[src/rtl/vend_dispenser.sv]
// Vend dispenser: queues dispense/change events and runs four-phase item and coin handshakes.
// Optional per-handshake statistics outputs are enabled by defining VEND_DISPENSER_STATS_EN.
module vend_dispenser #(
    parameter int DEPTH       = 4,
    parameter int ACK_TIMEOUT = 255
) (
    input  logic        clk,
    input  logic        rst,
    input  logic        out,
    input  logic [1:0]  change,
    output logic        item_req,
    input  logic        item_ack,
    output logic        coin_req,
    input  logic        coin_ack,
    input  logic        clr_fault,
    output logic        busy,
    output logic        fault,
    output logic        overflow,
    output logic        bad_code
`ifdef VEND_DISPENSER_STATS_EN
    ,
    output logic [15:0] items_cnt,
    output logic [15:0] coins_cnt
`endif
);

    localparam int AW = $clog2(DEPTH);
    localparam int WW = $clog2(ACK_TIMEOUT + 1);
    localparam logic [WW-1:0] TO_LAST = WW'(ACK_TIMEOUT - 1);

    typedef enum logic [2:0] {
        IDLE, LOAD, ITEM_HI, ITEM_LO, COIN_HI, COIN_LO, FAULT
    } state_t;

    state_t          r_state, w_next;
    logic [2:0]      r_mem [DEPTH];
    logic [AW:0]     r_wr_ptr, r_rd_ptr;
    logic [1:0]      r_coins;
    logic [WW-1:0]   r_wait;
    logic            r_item_req, r_coin_req, r_overflow, r_bad_code;

    logic            w_ev, w_empty, w_full, w_pop, w_push, w_tmo, w_hs;
    logic [1:0]      w_coins_in;
    logic [2:0]      w_head;

    assign w_ev       = out | (change == 2'b01) | (change == 2'b10);
    assign w_coins_in = (change == 2'b01) ? 2'd1 : (change == 2'b10) ? 2'd2 : 2'd0;
    assign w_empty    = (r_wr_ptr == r_rd_ptr);
    assign w_full     = (r_wr_ptr[AW] != r_rd_ptr[AW]) &&
                        (r_wr_ptr[AW-1:0] == r_rd_ptr[AW-1:0]);
    assign w_pop      = (r_state == LOAD);
    // A full FIFO can still take an event on the edge that frees a slot.
    assign w_push     = w_ev && (!w_full || w_pop);
    assign w_head     = r_mem[r_rd_ptr[AW-1:0]];
    assign w_tmo      = (r_wait == TO_LAST);
    assign w_hs       = (r_state == ITEM_HI) || (r_state == ITEM_LO) ||
                        (r_state == COIN_HI) || (r_state == COIN_LO);

    always_comb begin
        w_next = r_state;
        case (r_state)
            IDLE:    if (!w_empty) w_next = LOAD;
            LOAD: begin
                if (w_head[2])              w_next = ITEM_HI;
                else if (w_head[1:0] != '0) w_next = COIN_HI;
                else                        w_next = IDLE;
            end
            ITEM_HI: begin
                if (item_ack)   w_next = ITEM_LO;
                else if (w_tmo) w_next = FAULT;
            end
            ITEM_LO: begin
                if (!item_ack)  w_next = (r_coins != '0) ? COIN_HI : IDLE;
                else if (w_tmo) w_next = FAULT;
            end
            COIN_HI: begin
                if (coin_ack)   w_next = COIN_LO;
                else if (w_tmo) w_next = FAULT;
            end
            COIN_LO: begin
                if (!coin_ack)  w_next = (r_coins > 2'd1) ? COIN_HI : IDLE;
                else if (w_tmo) w_next = FAULT;
            end
            FAULT:   if (clr_fault) w_next = IDLE;
            default: w_next = IDLE;
        endcase
    end

    always_ff @(posedge clk or posedge rst) begin
        if (rst) begin
            r_state    <= IDLE;
            r_wr_ptr   <= '0;
            r_rd_ptr   <= '0;
            r_coins    <= '0;
            r_wait     <= '0;
            r_item_req <= 1'b0;
            r_coin_req <= 1'b0;
            r_overflow <= 1'b0;
            r_bad_code <= 1'b0;
        end else begin
            r_state    <= w_next;
            r_item_req <= (w_next == ITEM_HI);
            r_coin_req <= (w_next == COIN_HI);
            if (w_next != r_state) r_wait <= '0;
            else if (w_hs)         r_wait <= r_wait + 1'b1;
            else                   r_wait <= '0;
            if (w_push)              r_wr_ptr <= r_wr_ptr + 1'b1;
            if (w_pop)               r_rd_ptr <= r_rd_ptr + 1'b1;
            if (w_ev && !w_push)     r_overflow <= 1'b1;
            if (change == 2'b11)     r_bad_code <= 1'b1;
            if (w_pop)
                r_coins <= w_head[1:0];
            else if (r_state == COIN_LO && !coin_ack)
                r_coins <= r_coins - 2'd1;
            else if (w_next == FAULT)
                r_coins <= '0;
        end
    end

    always_ff @(posedge clk) begin
        if (w_push) r_mem[r_wr_ptr[AW-1:0]] <= {out, w_coins_in};
    end

`ifdef VEND_DISPENSER_STATS_EN
    logic [15:0] r_items_cnt, r_coins_cnt;

    always_ff @(posedge clk or posedge rst) begin
        if (rst) begin
            r_items_cnt <= '0;
            r_coins_cnt <= '0;
        end else begin
            if (r_state == ITEM_LO && !item_ack) r_items_cnt <= r_items_cnt + 16'd1;
            if (r_state == COIN_LO && !coin_ack) r_coins_cnt <= r_coins_cnt + 16'd1;
        end
    end

    assign items_cnt = r_items_cnt;
    assign coins_cnt = r_coins_cnt;
`endif

    assign item_req = r_item_req;
    assign coin_req = r_coin_req;
    assign busy     = !w_empty || (r_state != IDLE);
    assign fault    = (r_state == FAULT);
    assign overflow = r_overflow;
    assign bad_code = r_bad_code;

endmodule

[config.mk]
export PLATFORM = sky130hd
export DESIGN_NAME = vend_dispenser
export DESIGN_NICKNAME = d
export VERILOG_FILES = /design/src/rtl/vend_dispenser.sv
export SDC_FILE = /design/constraint.sdc
export NUM_CORES = 1
export LEC_CHECK = 0
export ABC_AREA = 1
export BUFFER_PORTS_ARGS = -buffer_cell sky130_fd_sc_hd__buf_2
export CORE_ASPECT_RATIO = 1.25
export CORE_MARGIN = 1
export CORE_UTILIZATION = 59
export CTS_CLUSTER_DIAMETER = 120
export DETAILED_ROUTE_END_ITERATION = 10
export PLACE_DENSITY_LB_ADDON = 0.05
export SLEW_MARGIN = 20
export SYNTH_ARGS = -nofsm -noshare
export SYNTH_HDL_FRONTEND = slang
export SYNTH_SLANG_ARGS = --single-unit
[constraint.sdc]
create_clock -name clk -period 2.1 [get_ports clk]
set_input_delay 0.42 -clock clk [delete_from_list [all_inputs] [get_ports clk]]
set_output_delay 0.42 -clock clk [all_outputs]
set_load 0.03 [all_outputs]
==> flow_summary_export.csv <==
group,metric,value,unit
power_and_ir_drop,p_per_area,1460,nW/µm²
sta,worst_pin_slew,0.661,ns
global_route,grt.met2_usage,0.461,
cts,clock_tree.root_cell,"clkbuf_8",
logic_synthesis,ys_seq_area_frac,0.476,
logic_synthesis,synth_cells,232,
sta,max_freq,512,MHz
route,drcViolationCount,0,
power_and_ir_drop,irDropWorstVdd,1.21,mV
sta,skew,0.00730,ns
route,totalWireLength,3830,µm
route,viasPerCell,5.33,
route,drtIter0Drc,47,
logic_synthesis,syn-num-nets,249,
logic_synthesis,synth-edff-count,12,
global_route,gr-usage-met1,0.252,
placement,hpwlAfterDp,2960,µm
sta,hold_viol,0,
cts,clkTransAtPathRegs,0.07,ns
critical_path,cp_cell_sequence,"inv_1 -> nor3_2 -> nor2_1 -> nand3_1 -> o31ai_2 -> nor2_1",
logic_synthesis,synth_ff_type,"dfrtp_1",
floorplan,die_area,3570,µm²
global_route,grt_usage,0.242,
sta,slew_headroom,0.556,
finish,antenna_cells,0,
critical_path,cp_max_fo,9,
sta,min_period,1.95,ns
route,drtPass1Iterations,4,
finish,drive_above_1_share,0.198,
logic_synthesis,syn-cell-area,1960,µm²
critical_path,crit_required,2.06,ns
logic_synthesis,synth_common_cells,"50 x nand2_1, 30 x nor2_1, 26 x inv_1",
cts,cts_max_path_buffers,2,
run_status,status,"finished, final reports clean",
critical_path,critPathLaunchType,"flop",
global_route,grt_max_degree,24,
cts,post-cts-setup-buffers,0,
finish,area_growth_syn_to_layout,11.5,%
logic_synthesis,async_flop_share,0.657,
sta,setup_ws,0.147,ns
critical_path,crit_slowest_cell,"dfrtp_1",
logic_synthesis,ys_ff_latch,35,
critical_path,critical_path_class,"reg -> reg",
cts,numCtsBuffers,5,
global_route,use_met3,0.0502,
finish,nNetsFinal,269,
logic_synthesis,synth_area_per_cell,8.47,µm²
placement,gp_congestion,0.896,
floorplan,initial_utilization,0.615,
critical_path,path_delay_family,"simple AND/OR/NAND/NOR gates",
critical_path,cpMostUsedCell,"nor2_1",
placement,pre_cts_slack,0.147,ns
floorplan,design.portCount,14,
floorplan,die_h,66.5,µm
route,ant_nets,0,
floorplan,die_w,53.6,µm
placement,portBuffers,13,
logic_synthesis,synth_cell_type_count,28,
critical_path,critPathMaxStageDelay,0.55,ns
logic_synthesis,yosysMostFrequentCell,"nand2_1",
critical_path,timing.rr.start,"r_state[0]",
cts,tritoncts,"done",
global_route,antenna_found_initial,0,
cts,htreeDepth,2,
sta,fin_crit_sh,0.930,
job,maxCapViolCount,0,
sta,slew_violations,0,
route,post_drt_wl_per_cell,13.2,µm
floorplan,std_cell_rows,23,
critical_path,end_kind,"flop",
cts,clock_sinks,35,
sta,setup_viol,0,
power_and_ir_drop,p_leak,1.06,nW
route,vias,1547,
critical_path,cp.buffers_inverters,1,
cts,insertion_delay,0.28,ns
min_path,min_path_type,"in -> async",
logic_synthesis,synth_warnings,0,
sta,setup_tns,0,ns
floorplan,design.core.area,3190,µm²
logic_synthesis,synth_top_area_cell,"dfrtp_1",
critical_path,arrival,1.91,ns
logic_synthesis,synth.area.top_cells,"dfrtp_1 29%, edfxtp_1 18%, nand2_1 9.6%",
logic_synthesis,synth.top_cell.area_share,0.293,
global_route,grt_pass1_wl,6110,µm
global_route,grt_pass1_vias,1485,
global_route,global_route.peak_usage_layer,"met2",
global_route,globalRouteOverflowTotal,0,
cts,ctsHoldBuffers,0,
critical_path,critPathLaunch,"r_state[0]",
finish,fin_util,0.686,
sta,rsz0062_at_grt,"no",
[tightest hold or removal path, cell delays in order]
cell and delay [ns]:
buf_2 0.10, inv_1 0.05, buf_4 0.29
[report_power, final]
group	total (mW)	switching (mW)	leakage, nW	internal [mW]
Combinational	1.46	0.969	0.595	0.488
Clock	0.600	0.247	0.0581	0.353
Sequential	1.14	0.205	0.402	0.931
[what timing repair did]
item	CTS	global route
hold endpoints to repair	0	0
endpoints found under the setup margin	0	3
resized for setup	0	1
[per-layer routing]
layer / share of wire / vias to the layer above
li1: - / 786
met1: 0.39 / 715
met2: 0.57 / 40
met3: 0.031 / 6
met4: 0.0099 / 0
met5: 0 / -
[worst paths after layout]
kind | cells past startpoint | to | slack [ns]
worst max-delay path | 6 | r_mem[1][1] | 0.15
worst min-delay path | 3 | r_wait[6] | 0.18
worst max register to register | 6 | r_mem[1][1] | 0.15
worst min register to register | 1 | bad_code | 0.48
max in group asynchronous | 3 | r_wr_ptr[1] | 1.68
min in group clk | 3 | bad_code | 0.40
[sequential cells by signal, summed over array words and instances, names as in the netlist]
name and count:
r_mem 12, r_wait 8, r_rd_ptr 3, r_state 3
r_wr_ptr 3, r_coins 2, bad_code 1, coin_req 1
item_req 1, overflow 1
[per-stage QoR]
| step | hold slack (ns) | std cells | instance area, µm² | total power, mW |
|---|---|---|---|---|
| floorplan | 0.422 | 232 | 1960 | 2.29 |
| global placement | 0.456 | 282 | 2080 | 2.53 |
| detailed placement | 0.456 | 282 | 2080 | 2.60 |
| CTS | 0.184 | 290 | 2190 | 3.20 |
| global route | 0.200 | 290 | 2190 | 3.45 |
| finish | 0.178 | 290 | 2190 | 3.19 |
[final cells by class]
class / instances / area [µm²]
Clock buffer: 5 / 68.8
Clock inverter: 3 / 43.8
Tap cell: 37 / 46.3
Timing Repair Buffer: 17 / 95.1
Inverter: 30 / 113
Fill cell: 258 / 1000
Multi-Input combinational cell: 163 / 888
Sequential cell: 35 / 936
[placed cells by master, fill, tap and decap left out, types with 2 or more instances in the layout]
| master | n |
|---|---|
| nand2_1 | 50 |
| nor2_1 | 29 |
| inv_1 | 26 |
| dfrtp_1 | 23 |
| nand3_1 | 20 |
| buf_2 | 13 |
| edfxtp_1 | 12 |
| nor2_2 | 11 |
| ha_1 | 9 |
| nand4_1 | 6 |
| xnor2_1 | 5 |
| a21oi_1 | 5 |
| o21ai_0 | 5 |
| clkbuf_8 | 5 |
| nor3_1 | 4 |
| inv_2 | 4 |
| buf_4 | 4 |
| xor2_1 | 3 |
| o21bai_1 | 2 |
| nand2_2 | 2 |
| nand3b_1 | 2 |
| or2_2 | 2 |
[kinds of logic after synthesis]
family / count (synthesis) / share of synthesized area
buffers and inverters: 34 / 0.0726
AND/OR/NAND/NOR: 130 / 0.306
AO/OA/AOI/OAI: 16 / 0.0522
adder cells (fa/ha/maj): 9 / 0.0573
flip-flops: 35 / 0.476
XOR/XNOR: 8 / 0.0357
Note: power is estimated with default switching activity, not from simulation.
